[src/rtl/multiword_adder_ctrl.sv]
// Wide add/subtract sequencer: drives one external WIDTH-bit adder slice per cycle, LSB first.
// Latency: WORDS+1 rising edges from accept (inclusive) to OUT_VALID.
// Backpressure: result held in DONE until OUT_READY; no new request accepted until back in IDLE.
module multiword_adder_ctrl #(
    parameter int WIDTH = 4,
    parameter int WORDS = 4
) (
    input  logic                   CLK,
    input  logic                   RST,
    input  logic                   IN_VALID,
    output logic                   IN_READY,
    input  logic [WIDTH*WORDS-1:0] OP_A,
    input  logic [WIDTH*WORDS-1:0] OP_B,
    input  logic                   SUB,
    output logic                   OUT_VALID,
    input  logic                   OUT_READY,
    output logic [WIDTH*WORDS-1:0] RESULT,
    output logic                   C_OUT,
    output logic                   OVERFLOW,
    output logic                   BUSY,
    output logic [WIDTH-1:0]       ADD_A,
    output logic [WIDTH-1:0]       ADD_B,
    output logic                   ADD_CIN,
    input  logic [WIDTH-1:0]       ADD_SUM,
    input  logic                   ADD_COUT,
    input  logic                   ADD_OVF
);
    localparam int TW = WIDTH * WORDS;
    localparam int CW = (WORDS > 1) ? $clog2(WORDS) : 1;
    localparam logic [CW-1:0] LAST = CW'(WORDS - 1);

    typedef enum logic [1:0] {IDLE, RUN, DONE} state_t;

    state_t          state;
    logic [CW-1:0]   cnt;
    logic [TW-1:0]   a_reg;
    logic [TW-1:0]   b_reg;
    logic [TW-1:0]   res_reg;
    logic            sub_reg;
    logic            carry;
    logic            cout_reg;
    logic            ovf_reg;
    logic [WIDTH-1:0] slice_a;
    logic [WIDTH-1:0] slice_b;

    // Constant-index slice mux keeps the select free of variable part-selects.
    always_comb begin
        slice_a = '0;
        slice_b = '0;
        for (int i = 0; i < WORDS; i++) begin
            if (cnt == CW'(i)) begin
                slice_a = a_reg[i*WIDTH +: WIDTH];
                slice_b = b_reg[i*WIDTH +: WIDTH];
            end
        end
    end

    assign ADD_A     = (state == RUN) ? slice_a : '0;
    assign ADD_B     = (state == RUN) ? (slice_b ^ {WIDTH{sub_reg}}) : '0;
    assign ADD_CIN   = (state == RUN) & carry;
    assign IN_READY  = (state == IDLE) & ~RST;
    assign BUSY      = (state != IDLE);
    assign OUT_VALID = (state == DONE);
    assign RESULT    = res_reg;
    assign C_OUT     = cout_reg;
    assign OVERFLOW  = ovf_reg;

    always_ff @(posedge CLK or posedge RST) begin
        if (RST) begin
            state    <= IDLE;
            cnt      <= '0;
            a_reg    <= '0;
            b_reg    <= '0;
            res_reg  <= '0;
            sub_reg  <= 1'b0;
            carry    <= 1'b0;
            cout_reg <= 1'b0;
            ovf_reg  <= 1'b0;
        end else begin
            case (state)
                IDLE: begin
                    if (IN_VALID) begin
                        a_reg   <= OP_A;
                        b_reg   <= OP_B;
                        sub_reg <= SUB;
                        // Subtract is A + ~B + 1: the +1 enters as the first carry.
                        carry   <= SUB;
                        cnt     <= '0;
                        state   <= RUN;
                    end
                end
                RUN: begin
                    for (int i = 0; i < WORDS; i++) begin
                        if (cnt == CW'(i)) begin
                            res_reg[i*WIDTH +: WIDTH] <= ADD_SUM;
                        end
                    end
                    carry <= ADD_COUT;
                    if (cnt == LAST) begin
                        cout_reg <= ADD_COUT;
                        ovf_reg  <= ADD_OVF;
                        state    <= DONE;
                    end else begin
                        cnt <= cnt + CW'(1);
                    end
                end
                DONE: begin
                    if (OUT_READY) begin
                        state <= IDLE;
                    end
                end
                default: state <= IDLE;
            endcase
        end
    end
endmodule

[config.mk]
export PLATFORM = sky130hd
export DESIGN_NAME = multiword_adder_ctrl
export DESIGN_NICKNAME = d
export VERILOG_FILES = /design/src/rtl/multiword_adder_ctrl.sv
export SDC_FILE = /design/constraint.sdc
export NUM_CORES = 1
export LEC_CHECK = 0
export CORE_ASPECT_RATIO = 1.1
export CORE_MARGIN = 1
export CORE_UTILIZATION = 45
export DETAILED_ROUTE_END_ITERATION = 10
export GPL_TIMING_DRIVEN = 1
export PLACE_DENSITY = 0.76
export SETUP_SLACK_MARGIN = 0.1
export SYNTH_ARGS = -nofsm -noshare
export SYNTH_HDL_FRONTEND = slang
export SYNTH_SLANG_ARGS = --single-unit
[constraint.sdc]
create_clock -name CLK -period 2 [get_ports CLK]
set_input_delay 0.4 -clock CLK [delete_from_list [all_inputs] [get_ports CLK]]
set_output_delay 0.4 -clock CLK [all_outputs]
set_load 0.005 [all_outputs]
; Yosys cells after proc, flatten, opt, wreduce, memory -nomap -nowiden
; Cells that the tools add are included.
[totals]
reg_bits = 56
[classes]
addsub = 1
n_eq_ne = 9
mux = 19
n_bitwise = 4
reduce_logical = 12
[op_table]
columns = cell, n
row1 = two-way mux 4 bit, 10
row2 = AND reduction 2 bit, 6
row3 = two-way mux 2 bit, 5
row4 = "equality test 2 bit, second input constant", 3
row5 = "inequality test 2 bit, second input constant", 3
row6 = case mux 2 bit (3 select lines), 1
row7 = AND reduction 3 bit, 2
row8 = "equality test 2 x 1 -> 1 bit, second input constant", 2
row9 = zero test 2 bit, 2
row10 = case mux 2 bit (2 select lines), 1
row11 = nonzero test 2 bit, 2
row12 = bitwise XOR 4 bit, 1
row13 = "adder 2 x 1 -> 2 bit, second input constant", 1
row14 = AND 1 bit, 2
row15 = "inequality test 2 x 1 -> 1 bit, second input constant", 1
row16 = case mux 1 bit (2 select lines), 1
row17 = two-way mux 1 bit, 1
row18 = inverter 1 bit, 1

; Depth between registers and ports, before layout
[depth]
depth_word = 7
depth_mapped = 7
depth_no_buf = 6

; Worst setup path before layout
; No wires, ideal clock.
[synth_path]
kind = reg-to-output
start = register cnt[0]
end = output port ADD_B[3]
n_path_buf = 1
setup_slack_ns = 0.144
arrival_time_ns = 1.456
required_time_ns = 1.600
path_stages_with_launch = 8
path_cell_list = dfrtp_1 > inv_1 > ha_1 > nor2b_1 > clkbuf_1 > a22oi_1 > a21oi_1 > mux2i_1
[synth_between]
elab_chain_len = 7
elab_cells_between_ends = 10
cone_classes = 3 x eq/ne / 5 x mux / 1 x bitwise / 1 x reduce/logical
[synth_lines]
columns = item, line
row1 = from (decl), 35  ; logic [CW-1:0] cnt;
row2 = from (signal assigned), 104  ; cnt <= cnt + CW'(1);
row3 = zero test 2 bit, 51  ; if (cnt == CW'(i)) begin
row4 = two-way mux 4 bit (3 in a row), 51
row5 = two-way mux 4 bit (*), 51
row6 = bitwise XOR 4 bit (*), 59  ; assign ADD_B = (state == RUN) ? (slice_b ^ {WIDTH{sub_reg}}) : '0;
row7 = two-way mux 4 bit (*), 59
row8 = to (decl), 22  ; output logic [WIDTH-1:0] ADD_B,
; Every way passes the cells marked *; elsewhere a longest branch is shown, timed or not.

; Worst setup path in the final report
[layout_path]
start = register cnt[0]
end = output port ADD_B[0]
; The elaborated chain is that of the path after synthesis.

==> qor.csv <==
metric,value,unit
status,"finished, violations left",
failing checks,setup timing,
Fin. Hold Viols,0,
Crit Path Class,flop to primary output,
maxcap violations,0,
port bufs,72,
Avg Synthesized Cell Area,13.35,sq um
Combinational Power Share,52.2,%
Mapped Area,0.002510,sq mm
vias in the first global route,1868,
Post-CTS Hold Fix Bufs,0,
clock sink total,56,
1st-iter DRT viols,39,
Sw Pwr,0.001889,W
crit end category,primary output,
crit path max fanout,4,
DR pass1 iterations,4,
Final nets,326,
DP HPWL,3921,um
RSZ-0062 raised after global routing,true,
total number of vias,1811,
P&R area growth vs syn,43.57,%
largest net degree at the start of global routing,57,
antenna violations before repair,0,
syn_nets,235,
total wire length,5538,um
Final ANT Viol Nets,0,
Die W,73.21,um
post-layout minimum cycle time,2.247,ns
grt total ovfl,0,
dominant synthesized flop cell,dfrtp_1,
PD cells,1609,mW/mm^2
Slew @ Worst Pin,0.3313,ns
Yosys reg bits,56,
CTS max path bufs,2,
Startpoint Class,flop,
num rows,28,
P_leak,1.535,nW
Yosys Warn Count,0,
endpoints failing setup,8,
# IOs,73,
Die Area,0.005881,sq mm
DR DRC count,0,
register area share after synthesis,55.83,%
gp weighted congestion,0.7329,
CTS Root Buffer Type,clkbuf_8,
clock-pin transition on the worst setup and hold timing paths,0.09,ns
CP Data Arrival Time,1.85,ns
ys async rst share,100.0,%
CTS tree,yes,
slack of the critical path,-0.2468,ns
"Req. time, crit path",1.60,ns
# fillers,419,
Finished Layout Cells,355,
hold crit path type,input pin to async pin,
Syn Inst Count,188,
Die Height,80.33,um
Core Area,0.005360,sq mm
"Core Util, Final",67.23,%
gr usage total,20.09,%
routed vias/inst,5.101,
Worst VDD drop,944.0,uV
wire per inst,15.60,um
CTS buffer count,5,
placed cell count,339,
initial core utilization,46.83,%
Post-synth EDFFs,0,
H-tree level count,2,
Clock Skew,0.008438,ns
Switching Fraction,32.58,%
sequential share of power,35.1,%
final max-slew violation count,0,
Total Power,0.005799,W
clock share of power,12.6,%
share of cells above drive strength 1,39.29,%
Cell Int Power,0.003910,W
n_diodes,0,
FMAX,445.1,MHz
Synth cell types,27,
period utilization,112.3,%
Place WS,-0.4281,ns
first-pass GRT wire length,8845,um
worst slew margin relative to its limit,77.91,%
clk_lat worst skew,0.31,ns
==> worst max-delay path, cell delays in order, from the launching register on <==
cell and delay (ns):
dfrtp_1 0.44, inv_2 0.13, ha_4 0.14, nor2b_4 0.16
buf_6 0.12, a22oi_2 0.05, a21oi_2 0.16, mux2i_1 0.22
buf_2 0.14
==> final cells by class <==
| class | instances | area [sq um] | share of cell area [%] |
|---|---|---|---|
| Multi-Input combinational cell | 118 | 1115 | 30.94 |
| Sequential cell | 56 | 1401 | 38.89 |
| Clock buffer | 5 | 68.82 | 1.910 |
| Timing Repair Buffer | 92 | 859.6 | 23.85 |
| Inverter | 6 | 22.52 | 0.6250 |
| Tap cell | 75 | 93.84 | 2.604 |
| Clock inverter | 3 | 42.54 | 1.181 |
==> cell families after synthesis <==
logic type / share of synthesized area [%]
adder cells (fa/ha/maj): 1.994
flip-flops: 55.83
multiplexers: 25.32
AND/OR/NAND/NOR: 8.076
AO/OA/AOI/OAI: 5.633
buffers and inverters: 3.140
==> cells in the final DEF, fill, tap and decap left out, drive strengths merged <==
cell           netlist  final
a21oi                7      7
a221o                4      4
a22o                 1      1
a22oi                3      3
a31oi                1      1
and2                 1      1
buf                  6     28
bufinv               0      1
clkbuf               2      6
clkdlybuf4s50        0     61
clkinv               0      1
clkinvlp             0      1
dfrtp               56     56
dlygate4sd2          0      2
ha                   4      4
inv                  6      6
mux2                52     52
mux2i                5      5
nand2               12     12
nand2b               8      8
nand3                4      4
nand3b               1      1
nor2                 5      5
nor2b                3      3
o21ai                2      2
o22ai                3      3
or2                  1      1
or3b                 1      1
==> routing by layer <==
layer / GRT usage (%) / share of wire, % / up-vias
met3: 6.901 / 7.9 / 6
met1: 24.26 / 42 / 904
met2: 34.07 / 49 / 58
li1: - / - / 843
met5: 0 / 0 / -
met4: 5.098 / 1.0 / 0
==> through the flow <==
step | instance area (sq um) | setup TNS [ns] | hold WS (ns)
2_1_floorplan | 2510 | 0 | 0.4715
3_5_place_dp | 3383 | -2.689 | 0.4948
3_3_place_gp | 3383 | -1.962 | 0.4843
4_1_cts | 3570 | -1.641 | 0.4984
6_report | 3603 | -1.765 | 0.4863
5_1_grt | 3603 | -2.568 | 0.4979
==> power groups by stage <==
stage / registers (W) / clock network [W] / logic (W)
after global routing: 0.00211 / 0.000791 / 0.00327
after global placement: 0.00203 / 0 / 0.00282
final: 0.00204 / 0.000733 / 0.00303
after floorplan: 0.00199 / 0 / 0.00163
after CTS: 0.00204 / 0.000747 / 0.00297
after detailed placement: 0.00206 / 0 / 0.00287
==> cell usage after synthesis, drive strengths merged (2+ instances only) <==
| cell type | count | share of area, % |
|---|---|---|
| a22oi | 3 | 0.90 |
| nor2b | 3 | 0.75 |
| dfrtp | 56 | 56 |
| o22ai | 3 | 0.75 |
| a21oi | 7 | 1.4 |
| mux2i | 5 | 2.0 |
| clkbuf | 2 | 0.30 |
| a221o | 4 | 1.6 |
| buf | 6 | 1.9 |
| mux2 | 52 | 23 |
| nand2 | 12 | 1.9 |
| nand3 | 4 | 0.80 |
| nand2b | 8 | 2.0 |
| o21ai | 2 | 0.40 |
| inv | 6 | 0.90 |
| nor2 | 5 | 1.4 |
| ha | 4 | 2.0 |
==> timing repair <==
| item | CTS | global route |
|---|---|---|
| setup endpoints to repair | 10 | 9 |
| pin swaps | 4 | 8 |
| resized for setup | 52 | 10 |
| buffers inserted | 8 | 0 |
| endpoints found under the hold margin | 0 | 0 |
==> final timing paths <==
check	start	endpoint	slack, ns	depth (start not counted)
min reg2reg	b_reg[10]	b_reg[10]	0.51	1
max in group asynchronous	RST	cnt[0]	1.27	3
min in group CLK	b_reg[10]	b_reg[10]	0.51	1
max	cnt[0]	ADD_B[0]	-0.25	8
max reg2reg	cnt[0]	cnt[0]	0.43	6
min	RST	b_reg[11]	0.49	3
Power figures use the tool's default switching activity.
